<file path="src/rtl/spwm_frame_rx_if.sv">
`default_nettype none
// +----------------------------------------------------------------------+
// | spwm_frame_rx_if : byte receive strobe, FIFO write port and status    |
// | Rev 1.0                                                              |
// +----------------------------------------------------------------------+
interface spwm_frame_rx_if;
  logic [7:0] rx_data;
  logic       rx_valid;
  logic [7:0] wrfifo_data;
  logic       wrfifo_req;
  logic [8:0] wrfifo_usedw;
  logic       frame_ok;
  logic       frame_err;
  logic       timeout_err;
  logic       ovf_err;
  logic       busy;

  modport master (
    output rx_data, rx_valid, wrfifo_usedw,
    input  wrfifo_data, wrfifo_req, frame_ok, frame_err, timeout_err, ovf_err, busy
  );

  modport slave (
    input  rx_data, rx_valid, wrfifo_usedw,
    output wrfifo_data, wrfifo_req, frame_ok, frame_err, timeout_err, ovf_err, busy
  );
endinterface
`default_nettype wire

</file>
<file path="src/rtl/spwm_frame_rx.sv">
`default_nettype none
// +----------------------------------------------------------------------+
// | spwm_frame_rx : parses A5 5A + 12 payload + checksum frames and       |
// | bursts the payload into the command FIFO.           Rev 1.0           |
// +----------------------------------------------------------------------+
module spwm_frame_rx #(
  parameter logic [7:0]  HDR0        = 8'hA5,
  parameter logic [7:0]  HDR1        = 8'h5A,
  parameter logic [15:0] TIMEOUT_CYC = 16'd50000,
  parameter int          FIFO_DEPTH  = 256
) (
  input  wire logic           clk,
  input  wire logic           reset_n,
  spwm_frame_rx_if.slave      bus
);

  localparam logic [8:0]  SPACE_LIMIT = 9'(FIFO_DEPTH - 12);
  localparam logic [3:0]  LAST_IDX    = 4'd11;
  localparam logic [15:0] TMO_LAST    = TIMEOUT_CYC - 16'd1;

  typedef enum logic [5:0] {
    S_IDLE    = 6'b000001,
    S_HDR     = 6'b000010,
    S_PAYLOAD = 6'b000100,
    S_CHK     = 6'b001000,
    S_WAIT    = 6'b010000,
    S_WRITE   = 6'b100000
  } state_t;

  state_t      state_q;
  logic [3:0]  idx_q;
  logic [7:0]  sum_q;
  logic [15:0] tcnt_q;
  logic [7:0]  pbuf_q [12];
  logic [7:0]  wr_data_q;
  logic        wr_req_q;
  logic        frame_ok_q;
  logic        frame_err_q;
  logic        timeout_err_q;
  logic        ovf_err_q;

  logic w_active;
  logic w_timeout;

  assign w_active  = (state_q == S_HDR) || (state_q == S_PAYLOAD) || (state_q == S_CHK);
  // The timeout takes priority over a byte arriving in the same cycle.
  assign w_timeout = w_active && (tcnt_q == TMO_LAST);

  always_ff @(posedge clk or negedge reset_n) begin
    if (!reset_n) begin
      state_q       <= S_IDLE;
      idx_q         <= 4'd0;
      sum_q         <= 8'd0;
      tcnt_q        <= 16'd0;
      wr_data_q     <= 8'd0;
      wr_req_q      <= 1'b0;
      frame_ok_q    <= 1'b0;
      frame_err_q   <= 1'b0;
      timeout_err_q <= 1'b0;
      ovf_err_q     <= 1'b0;
      for (int i = 0; i < 12; i++) pbuf_q[i] <= 8'd0;
    end else begin
      frame_ok_q    <= 1'b0;
      frame_err_q   <= 1'b0;
      timeout_err_q <= 1'b0;
      ovf_err_q     <= 1'b0;

      if (w_timeout) begin
        state_q       <= S_IDLE;
        timeout_err_q <= 1'b1;
        tcnt_q        <= 16'd0;
      end else begin
        if (bus.rx_valid || !w_active) tcnt_q <= 16'd0;
        else                           tcnt_q <= tcnt_q + 16'd1;

        case (state_q)
          S_IDLE: begin
            if (bus.rx_valid && bus.rx_data == HDR0) state_q <= S_HDR;
          end

          S_HDR: begin
            if (bus.rx_valid) begin
              if (bus.rx_data == HDR1) begin
                state_q <= S_PAYLOAD;
                idx_q   <= 4'd0;
                sum_q   <= 8'd0;
              end else if (bus.rx_data != HDR0) begin
                state_q <= S_IDLE;
              end
            end
          end

          S_PAYLOAD: begin
            if (bus.rx_valid) begin
              pbuf_q[idx_q] <= bus.rx_data;
              sum_q         <= sum_q + bus.rx_data;
              if (idx_q == LAST_IDX) state_q <= S_CHK;
              else                   idx_q   <= idx_q + 4'd1;
            end
          end

          S_CHK: begin
            if (bus.rx_valid) begin
              if (bus.rx_data == sum_q) begin
                state_q <= S_WAIT;
              end else begin
                frame_err_q <= 1'b1;
                state_q     <= S_IDLE;
              end
            end
          end

          S_WAIT: begin
            if (bus.rx_valid) ovf_err_q <= 1'b1;
            if (bus.wrfifo_usedw <= SPACE_LIMIT) begin
              state_q   <= S_WRITE;
              wr_req_q  <= 1'b1;
              wr_data_q <= pbuf_q[0];
              idx_q     <= 4'd0;
            end
          end

          S_WRITE: begin
            // idx_q tracks the beat currently on the bus; the burst never stalls.
            if (bus.rx_valid) ovf_err_q <= 1'b1;
            if (idx_q == LAST_IDX) begin
              wr_req_q   <= 1'b0;
              wr_data_q  <= 8'd0;
              frame_ok_q <= 1'b1;
              state_q    <= S_IDLE;
            end else begin
              idx_q     <= idx_q + 4'd1;
              wr_data_q <= pbuf_q[idx_q + 4'd1];
            end
          end

          default: state_q <= S_IDLE;
        endcase
      end
    end
  end

  assign bus.wrfifo_data = wr_data_q;
  assign bus.wrfifo_req  = wr_req_q;
  assign bus.frame_ok    = frame_ok_q;
  assign bus.frame_err   = frame_err_q;
  assign bus.timeout_err = timeout_err_q;
  assign bus.ovf_err     = ovf_err_q;
  assign bus.busy        = (state_q != S_IDLE);

endmodule
`default_nettype wire
</file>
<file path="src/flat_wrapper.sv">
// flat-port wrapper written by rule: the top's interface ports become plain ports
module spwm_frame_rx_flat 
#(
  parameter logic [7:0]  HDR0        = 8'hA5,
  parameter logic [7:0]  HDR1        = 8'h5A,
  parameter logic [15:0] TIMEOUT_CYC = 16'd50000,
  parameter int          FIFO_DEPTH  = 256
)
  (clk, reset_n, bus_rx_data, bus_rx_valid, bus_wrfifo_usedw, bus_wrfifo_data, bus_wrfifo_req, bus_frame_ok, bus_frame_err, bus_timeout_err, bus_ovf_err, bus_busy);
  spwm_frame_rx_if bus_i ();
  input  wire logic clk;
  input  wire logic reset_n;
  input wire logic [$bits(bus_i.rx_data)-1:0] bus_rx_data;
  input wire logic [$bits(bus_i.rx_valid)-1:0] bus_rx_valid;
  input wire logic [$bits(bus_i.wrfifo_usedw)-1:0] bus_wrfifo_usedw;
  output wire logic [$bits(bus_i.wrfifo_data)-1:0] bus_wrfifo_data;
  output wire logic [$bits(bus_i.wrfifo_req)-1:0] bus_wrfifo_req;
  output wire logic [$bits(bus_i.frame_ok)-1:0] bus_frame_ok;
  output wire logic [$bits(bus_i.frame_err)-1:0] bus_frame_err;
  output wire logic [$bits(bus_i.timeout_err)-1:0] bus_timeout_err;
  output wire logic [$bits(bus_i.ovf_err)-1:0] bus_ovf_err;
  output wire logic [$bits(bus_i.busy)-1:0] bus_busy;
  assign bus_i.rx_data = bus_rx_data;
  assign bus_i.rx_valid = bus_rx_valid;
  assign bus_i.wrfifo_usedw = bus_wrfifo_usedw;
  assign bus_wrfifo_data = bus_i.wrfifo_data;
  assign bus_wrfifo_req = bus_i.wrfifo_req;
  assign bus_frame_ok = bus_i.frame_ok;
  assign bus_frame_err = bus_i.frame_err;
  assign bus_timeout_err = bus_i.timeout_err;
  assign bus_ovf_err = bus_i.ovf_err;
  assign bus_busy = bus_i.busy;
  spwm_frame_rx #(.HDR0(HDR0), .HDR1(HDR1), .TIMEOUT_CYC(TIMEOUT_CYC), .FIFO_DEPTH(FIFO_DEPTH)) u_core (.clk(clk), .reset_n(reset_n), .bus(bus_i));
endmodule
</file>
<file path="config.mk">
export PLATFORM = sky130hd
export DESIGN_NAME = spwm_frame_rx_flat
export DESIGN_NICKNAME = d
export VERILOG_FILES = /design/src/rtl/spwm_frame_rx_if.sv /design/src/rtl/spwm_frame_rx.sv /design/src/flat_wrapper.sv
export SDC_FILE = /design/constraint.sdc
export NUM_CORES = 1
export LEC_CHECK = 0
export BUFFER_PORTS_ARGS = -buffer_cell sky130_fd_sc_hd__buf_2
export CORE_MARGIN = 1.5
export CORE_UTILIZATION = 35
export CTS_BUF_LIST = sky130_fd_sc_hd__clkbuf_8
export DETAILED_ROUTE_END_ITERATION = 8
export SETUP_SLACK_MARGIN = 0.2
export SLEW_MARGIN = 0
export SYNTH_ARGS = -nofsm -noshare
export SYNTH_HDL_FRONTEND = slang
export SYNTH_SLANG_ARGS = --single-unit
</file>
<file path="constraint.sdc">
create_clock -name clk -period 5.3 [get_ports clk]
set_input_delay 0.265 -clock clk [delete_from_list [all_inputs] [get_ports clk]]
set_output_delay 0.265 -clock clk [all_outputs]
set_load 0.01 [all_outputs]
</file>
Word level (Yosys, flattened, before mapping)
Cells that the tools add are included.
{"block": "totals", "regBits": 143}
{"block": "classes", "n_eq_ne": 26, "bitwise_logic": 3, "order_cmp": 4, "n_mux": 47, "addsub": 3, "n_reduce_logical": 17}
{"operator": "96-bit bitwise mux", "count": 1}
{"operator": "8-bit 2-to-1 mux", "count": 8}
{"operator": "6-bit 2-to-1 mux", "count": 10}
{"operator": "6-bit one-hot mux with 6 select lines", "count": 1}
{"operator": "8-bit binary-select mux with 4-bit select", "count": 1}
{"operator": "8-bit demux with 4-bit select", "count": 1}
{"operator": "16-bit 2-to-1 mux", "count": 2}
{"operator": "8-bit one-hot mux with 2 select lines", "count": 2}
{"operator": "4-bit 2-to-1 mux", "count": 5}
{"operator": "16-bit by 1-bit adder with 16-bit output, second input constant", "count": 1}
{"operator": "16-bit == test, second input constant", "count": 1}
{"operator": "4-bit one-hot mux with 4 select lines", "count": 1}
{"operator": "1-bit 2-to-1 mux", "count": 13}
{"operator": "3-bit by 2-bit != test with 1-bit output, second input constant", "count": 4}
{"operator": "5-bit greater-or-equal comparator, second input constant", "count": 2}
{"operator": "4-bit NOT with 5-bit output", "count": 2}
{"operator": "9-bit by 8-bit <= comparator with 1-bit output, second input constant", "count": 1}
{"operator": "3-bit by 1-bit != test with 1-bit output, second input constant", "count": 3}
{"operator": "8-bit adder", "count": 1}
{"operator": "8-bit by 7-bit == test with 1-bit output, second input constant", "count": 1}
{"operator": "8-bit == test", "count": 1}
{"operator": "8-bit == test, second input constant", "count": 1}
{"operator": "8-bit != test, second input constant", "count": 1}
{"operator": "8-bit AND reduction", "count": 1}
{"operator": "26 further kinds", "count": 35}

Depth between registers and ports, before layout
Gate-level depths: netlist of run 1.
{"block": "logic_depth", "depth_word": 7, "depth_mapped": 10, "ltp_nobuf": 7}

Worst setup path before layout of run 1
OpenSTA, ideal clock, no wires.
{"block": "synth_timing", "path_kind": "flip-flop to flip-flop", "start": "reg u_core.idx_q[0]", "end": "reg u_core.wr_data_q[3] (netlist: u_core.bus.wrfifo_data[3])", "path_buffers": 4, "arrival_ns": 2.869, "required_ns": 5.179, "setup_time_ns": 0.121, "slack_ns": 2.310, "period_less_slack_ns": 2.990, "path_stages_with_launch": 11, "path_cell_list": "dfrtp_1 buf_2 buf_1 inv_1 ha_1 clkbuf_1 clkbuf_1 mux4_2 mux2i_1 o211ai_1 o22a_1"}
{"block": "synth_between", "elab_chain_cells": 7, "word_cells_on_any_way": 8, "classes_between": "add/sub: 1; eq/ne: 1; mux: 5; bitwise: 1"}
{"item": "from (decl)", "line_no": "spwm_frame_rx.sv:31", "source": "logic [3:0] idx_q;"}
{"item": "from (signal assigned)", "line_no": "spwm_frame_rx.sv:98", "source": "else idx_q <= idx_q + 4'd1;"}
{"item": "from (signal assigned)", "line_no": "spwm_frame_rx.sv:132", "source": "idx_q <= idx_q + 4'd1;"}
{"item": "4-bit by 1-bit adder with 4-bit output", "line_no": "spwm_frame_rx.sv:133", "source": "wr_data_q <= pbuf_q[idx_q + 4'd1];"}
{"item": "4-bit NOT with 5-bit output (implied by the code)", "line_no": "spwm_frame_rx.sv:133"}
{"item": "8-bit binary-select mux with 4-bit select", "line_no": "spwm_frame_rx.sv:133"}
{"item": "8-bit 2-to-1 mux (implied by the code) (2 in series)", "line_no": "spwm_frame_rx.sv:133"}
{"item": "8-bit 2-to-1 mux *", "line_no": "spwm_frame_rx.sv:126", "source": "if (idx_q == LAST_IDX) begin"}
{"item": "8-bit one-hot mux with 2 select lines *", "line_no": "spwm_frame_rx.sv:76", "source": "case (state_q)"}
{"item": "to (signal assigned)", "line_no": "spwm_frame_rx.sv:118", "source": "wr_data_q <= pbuf_q[0];"}
{"item": "to (signal assigned)", "line_no": "spwm_frame_rx.sv:133"}
{"item": "to (decl)", "line_no": "spwm_frame_rx.sv:35", "source": "logic [7:0] wr_data_q;"}
Every way passes the cells marked *; elsewhere a longest branch is shown, timed or not. The select of a mux whose other input is x is not followed.
A chain may end at the register's enable or synchronous reset.

Worst setup path in the final report of run 1
{"block": "layout_timing", "start": "reg u_core.tcnt_q[5]", "end": "reg u_core.pbuf_q[30] in the netlist's numbering"}
{"block": "layout_between", "elab_chain_cells": 4}
{"item": "from (decl)", "line_no": "spwm_frame_rx.sv:33", "source": "logic [15:0] tcnt_q;"}
{"item": "from (signal assigned)", "line_no": "spwm_frame_rx.sv:74", "source": "else tcnt_q <= tcnt_q + 16'd1;"}
{"item": "16-bit == test", "line_no": "spwm_frame_rx.sv:47", "source": "assign w_timeout = w_active && (tcnt_q == TMO_LAST);"}
{"item": "1-bit logical AND", "line_no": "spwm_frame_rx.sv:47"}
{"item": "1-bit NOT (no source line)"}
{"item": "3-bit AND reduction (no source line)"}
{"item": "to (signal, indexed assignment)", "line_no": "spwm_frame_rx.sv:95", "source": "pbuf_q[idx_q] <= bus.rx_data;"}
{"item": "to (decl)", "line_no": "spwm_frame_rx.sv:34", "source": "logic [7:0] pbuf_q [12];"}
Every way passes these cells.

==> results_dict.tcl, run 1 <==
set metrics [dict create \
    synth_cell_type_count 55 \
    cp_data_arrival_time_ns 3.27 \
    async_flop_share 1.00 \
    first_pass_iters 4 \
    hpwl_um 10800 \
    io_pins 34 \
    worstPathRequired_ns 5.64 \
    root_buffer "clkbuf_8" \
    fmax_mhz 342 \
    place.gp.congestion 0.828 \
    fin_crit_sh 0.552 \
    crit_start "u_core.tcnt_q[5]" \
    synth_warnings 0 \
    wl_um 15900 \
    synth_edf_count 0 \
    netlist_top_cells_count "dfrtp_1 (142), mux2_2 (91), nor2_1 (30)" \
    utilization 0.405 \
    period_minus_slack_ns 2.93 \
    grt_overflow 0 \
    outcome "completed" \
    yosys.area_share.simple 0.108 \
    synth_top_family_by_area "multiplexers" \
    critical_path_class "register to register" \
    n_antenna_cell 0 \
    yosysTopAreaCellShare 0.503 \
    synthToLayoutAreaGrowth_pct 12.8 \
    crit_path_end_kind "register" \
    ir_drop_uv 147 \
    drc 0 \
    r2r_cells 6 \
    initial_core_util 0.359 \
    finalSetupViolations 0 \
    min_path_type "primary input to register" \
    rows 51 \
    ys_seq_area_frac 0.507 \
    worst_pin_slew_ns 1.23 \
    htree_levels 4 \
    power_density_nw_per_um2 327 \
    yosysMostFrequentCell "dfrtp_1" \
    die_w_um 145 \
    fin_nets 617 \
    ys_seq_elements 143 \
    maxSlewViolCount 0 \
    grt_pass1_vias 4817 \
    layout-drive-gt1-share 0.345 \
    wire_per_inst_um 18.5 \
    setup-tns-final_ns 0 \
    maxCapViolCount 0 \
    synth_area_leaders "dfrtp_1 (50%), mux2_2 (15%), mux4_2 (7.7%)" \
    r2r-end "u_core.pbuf_q[30]" \
    yosysTopAreaCell "dfrtp_1" \
    drt_iter0_drc 333 \
    avgSynthCellArea_um2 12.8 \
    hold_violations 0 \
    skew_ns 0.0127 \
    insertion_delay_ns 0.46 \
    fp.dieH_um 145 \
    portBuffers 33 \
    postCtsSetupRepairBufs 0 \
    synth_compound_area_frac 0.0717 \
    postRouteAntennaNets 0 \
    netlist_area_um2 7060 \
    viasPerCell 5.37 \
    ff2ff_setup_slack_ns 2.37 \
    antenna_found_initial 0 \
    hp-start "bus_rx_valid" \
    slew_headroom 0.171 \
    synth_xor_area_frac 0.0273 \
    fp.dieArea_um2 21000 \
    cts.sinks 143 \
    synthesis.nets 584 \
    p_leak_nw 3.67 \
    ys.flop_type "dfrtp_1" \
    synth_fa_ha_area_frac 0.0241 \
    track_usage 0.158 \
    register_area_um2 3580 \
    setup.worst_path.end "u_core.pbuf_q[30]" \
    grt_start_max_net_pins 91 \
    critPathLaunchType "register" \
    num-fill-cells 1897 \
    design.core.area_um2 19700 \
    cts_tree "yes" \
    multi_input_area_um2 3370 \
    rsz0062_at_grt "false" \
    synthCells 551 \
    r2r_start "u_core.tcnt_q[5]" \
    worstPathMaxFanout 8 \
    cts_buffer_depth 2 \
    clk_pin_slew_worst_paths_ns 0.08 \
    grt_first_pass_wirelength_um 25900 \
    cts_made_buffers 17 \
    muxShareOfSynthArea 0.245 \
    num_vias 4630 \
]
==> metal layers <==
metal	up-vias	GRT usage	part of all wire
met1	2394	0.205	0.46
met4	0	0.0679	0.022
met3	21	0.0406	0.045
met5	-	0	0
li1	2107	-	-
met2	108	0.251	0.47
==> critical path, cell delays in order, from the launching register on <==
cell and delay [ns]:
dfrtp_1 0.41, or4_1 0.53, or4_4 0.57, o31ai_4 0.45, nor2_2 0.20, nand3_2 0.27, mux2_2 0.37
==> flip-flops by register name, summed over array words and instances, names as in the netlist <==
signal	cells
u_core.state_q	6
u_core.bus.ovf_err	1
u_core.sum_q	8
u_core.bus.frame_err	1
u_core.bus.wrfifo_req	1
u_core.bus.timeout_err	1
u_core.bus.frame_ok	1
u_core.tcnt_q	16
u_core.bus.wrfifo_data	8
u_core.pbuf_q	96
u_core.idx_q	4
==> through the flow <==
stage / total power [mW] / instances / instance area, µm² / hold WS, ns / setup WS (ns)
after floorplan: 1.50 / 551 / 7060 / -0.0306 / 2.31
after global placement: 1.65 / 829 / 7500 / 0.394 / 2.43
after detailed placement: 1.65 / 829 / 7500 / 0.404 / 2.37
after CTS: 2.64 / 862 / 7970 / 0.156 / 2.36
after global routing: 2.73 / 862 / 7970 / 0.175 / 2.25
final: 2.61 / 862 / 7970 / 0.181 / 2.37
==> worst min-delay path by stage <==
stage                           endpoint  slack [ns]  cells past startpoint
global placement        u_core.tcnt_q[0]        0.39                      1
global route        u_core.bus.frame_err        0.18                      3
CTS                    u_core.state_q[3]        0.16                      3
detailed placement      u_core.tcnt_q[0]        0.40                      1
floorplan           u_core.bus.frame_err       -0.03                      0
finish                 u_core.state_q[3]        0.18                      3
==> report_power, final <==
group	internal (mW)	switching [mW]
Clock	0.555	0.428
Combinational	0.178	0.296
Sequential	1.12	0.0312
Total	1.85	0.755
==> what timing repair did <==
action | CTS | global route
hold endpoints to repair | 88 | 0
hold buffers | 1 | 0
resized for setup | 0 | 0
==> logic make-up after synthesis <==
group | count (synthesis)
buffers and inverters | 30
muxes | 131
xor gates and xnor gates | 22
and+or+nand+nor | 139
AOI/OAI and AO/OA | 73
DFF | 143
adders and majority gates | 13
==> placed cells by master (no fill, tap or decap), types with 3 or more instances in the layout <==
| cell type | n |
|---|---|
| nand4_1 | 5 |
| nand2b_1 | 3 |
| nand2_2 | 9 |
| xnor2_1 | 4 |
| a31oi_1 | 3 |
| o21bai_1 | 3 |
| clkbuf_8 | 20 |
| mux2_1 | 7 |
| mux2i_1 | 9 |
| nand3_2 | 3 |
| nor2b_1 | 12 |
| buf_4 | 3 |
| dfrtp_1 | 141 |
| o22a_1 | 8 |
| mux4_2 | 24 |
| o211ai_1 | 10 |
| nor4_1 | 5 |
| bufinv_16 | 4 |
| buf_2 | 32 |
| nor2_1 | 30 |
| o21ai_0 | 18 |
| mux2_2 | 91 |
| xor2_1 | 18 |
| nand3_1 | 9 |
| o31ai_1 | 5 |
| clkinv_2 | 3 |
| a21oi_1 | 12 |
| or3_1 | 7 |
| nand2_1 | 25 |
| a22o_1 | 3 |
| inv_1 | 7 |
| and3_1 | 8 |
| nor3_1 | 6 |
| ha_1 | 12 |
| clkinv_4 | 3 |
==> area by class of cell <==
cell class | instances | area share
Tap cell | 265 | 0.0416
Clock inverter | 12 | 0.0228
Multi-Input combinational cell | 378 | 0.423
Inverter | 7 | 0.00330
Timing Repair Buffer | 37 | 0.0256
Sequential cell | 143 | 0.449
Clock buffer | 20 | 0.0345
(Power assumes the default switching activity.)
==> run 2, diff against run 1 <==
clock period = 2.72 ns   (was 5.3 ns; I/O delays follow)
==> results_dict.tcl, run 2 (synthesized netlist as in run 1, its figures left out) <==
set metrics [dict create \
    top_regs "u_core.pbuf_q: 96 flops, u_core.tcnt_q: 16 flops" \
    worstPathMaxFanout 8 \
    root_buffer "clkbuf_8" \
    final_common_cell "dfrtp_1" \
    power_density_nw_per_um2 560 \
    largest_reg_flops 96 \
    htree_levels 4 \
    fmax_mhz 381 \
    slew_headroom 0.568 \
    whs_ns 0.0852 \
    viasPerCell 5.39 \
    rsz0062_at_grt "true" \
    cts_buffer_depth 2 \
    drc 0 \
    ff2ff_setup_slack_ns 0.1 \
    largest-register "u_core.pbuf_q" \
    dp_cells 852 \
    fin_nets 656 \
    fp.dieArea_um2 21000 \
    cts_tree "yes" \
    outcome "completed" \
    grt_pass1_vias 5093 \
    synthToLayoutAreaGrowth_pct 24.0 \
    worst_pin_slew_ns 0.648 \
    n_antenna_cell 0 \
    antenna_found_initial 0 \
    final_cell_mix "dfrtp_1 (141), mux2_4 (96), buf_2 (32), nor2_1 (28), buf_4 (26)" \
    die_w_um 145 \
    r2r_cells 8 \
    r2r-end "u_core.pbuf_q[52]" \
    r2r_start "u_core.tcnt_q[12]" \
    setup-tns-final_ns 0 \
    critical_path_class "register to register" \
    hold_violations 0 \
    combinationalPowerShare 0.207 \
    worstPathRequired_ns 3.06 \
    num_vias 4856 \
    initial_core_util 0.359 \
    pwr-share-clk 0.334 \
    final_cells 901 \
    hpwl_um 11800 \
    power_frac_seq 0.459 \
    swShare 0.322 \
    drt_iter0_drc 265 \
    fp.dieH_um 145 \
    insertion_delay_ns 0.45 \
    grt_overflow 0 \
    rows 51 \
    utilization 0.446 \
    design.core.area_um2 19700 \
    cts.sinks 143 \
    ir_drop_uv 336 \
    hold-path-endpoint "u_core.state_q[3]" \
    grt_start_max_net_pins 70 \
    maxSlewViolCount 0 \
    p_switching_mw 1.58 \
    intPower_mw 3.33 \
    period_minus_slack_ns 2.62 \
    grt_first_pass_wirelength_um 29000 \
    cts_made_buffers 17 \
    cp_data_arrival_time_ns 2.96 \
    skew_ns 0.0111 \
    postRouteAntennaNets 0 \
    wl_um 17800 \
    portBuffers 33 \
    crit_path_end_kind "register" \
    min_path_cells 3 \
    min_path_type "primary input to register" \
    maxCapViolCount 0 \
    power_mw 4.91 \
    place.gp.congestion 0.882 \
    p_leak_nw 4.21 \
    track_usage 0.176 \
    clk_pin_slew_worst_paths_ns 0.08 \
    hp-start "bus_rx_valid" \
    fin_crit_sh 0.965 \
    io_pins 34 \
    finalSetupViolations 0 \
    wire_per_inst_um 19.8 \
    first_pass_iters 4 \
    layout-drive-gt1-share 0.407 \
    critPathLaunchType "register" \
]
-- run 2: routing by layer --
metal,vias up,GRT usage,part of all wire
met5,-,0,0
met4,0,0.0551,0.014
met3,16,0.0311,0.045
met2,98,0.273,0.48
met1,2560,0.250,0.46
li1,2182,-,-
-- run 2: timing repair --
item	in CTS	in global routing
buffers inserted	12	4
resized for setup	91	31
hold buffers	1	0
pin swaps	14	22
hold endpoints to repair	66	0
setup endpoints to repair	112	120
-- run 2: how the worst max path moves through the flow --
stage | slack [ns] | depth (start not counted) | start | to
after floorplan | 0.15 | 6 | u_core.tcnt_q[5] | u_core.pbuf_q[10]
after global placement | -0.04 | 6 | u_core.tcnt_q[5] | u_core.pbuf_q[29]
after detailed placement | -0.07 | 6 | u_core.tcnt_q[5] | u_core.pbuf_q[9]
after CTS | 0.03 | 8 | u_core.tcnt_q[5] | u_core.pbuf_q[73]
after global routing | 0.05 | 8 | u_core.tcnt_q[12] | u_core.pbuf_q[56]
final | 0.1 | 8 | u_core.tcnt_q[12] | u_core.pbuf_q[52]
-- run 2: area by class of cell --
class | count | area, µm²
clock buffers | 18 | 248
clock inverters | 14 | 133
fillers | 1827 | 10900
inverters | 7 | 26.3
multi-input cells | 378 | 3820
flip-flops and latches | 143 | 3580
well taps | 265 | 332
repair buffers | 76 | 618
-- run 2: critical path: stages, from the launching register on --
cell	delay (ns)
dfrtp_1	0.39
or4_1	0.53
or4_4	0.58
o31ai_4	0.20
buf_6	0.17
nor4_4	0.07
nand2_2	0.11
buf_12	0.15
mux2_4	0.31
-- run 2: metrics by stage --
stage	setup slack, ns	cell area [µm²]
after floorplan	0.148	7070
after global placement	-0.0383	7690
after detailed placement	-0.0678	7690
after CTS	0.0335	8610
after global routing	0.0512	8760
final	0.0950	8760
-- run 2: power groups by stage --
stage / registers (mW) / clock network, mW / logic [mW]
2_1_floorplan: 2.26 / 0 / 0.671
3_3_place_gp: 2.28 / 0 / 0.957
3_5_place_dp: 2.29 / 0 / 0.978
4_1_cts: 2.25 / 1.67 / 1.01
5_1_grt: 2.26 / 1.76 / 1.11
6_report: 2.25 / 1.64 / 1.01
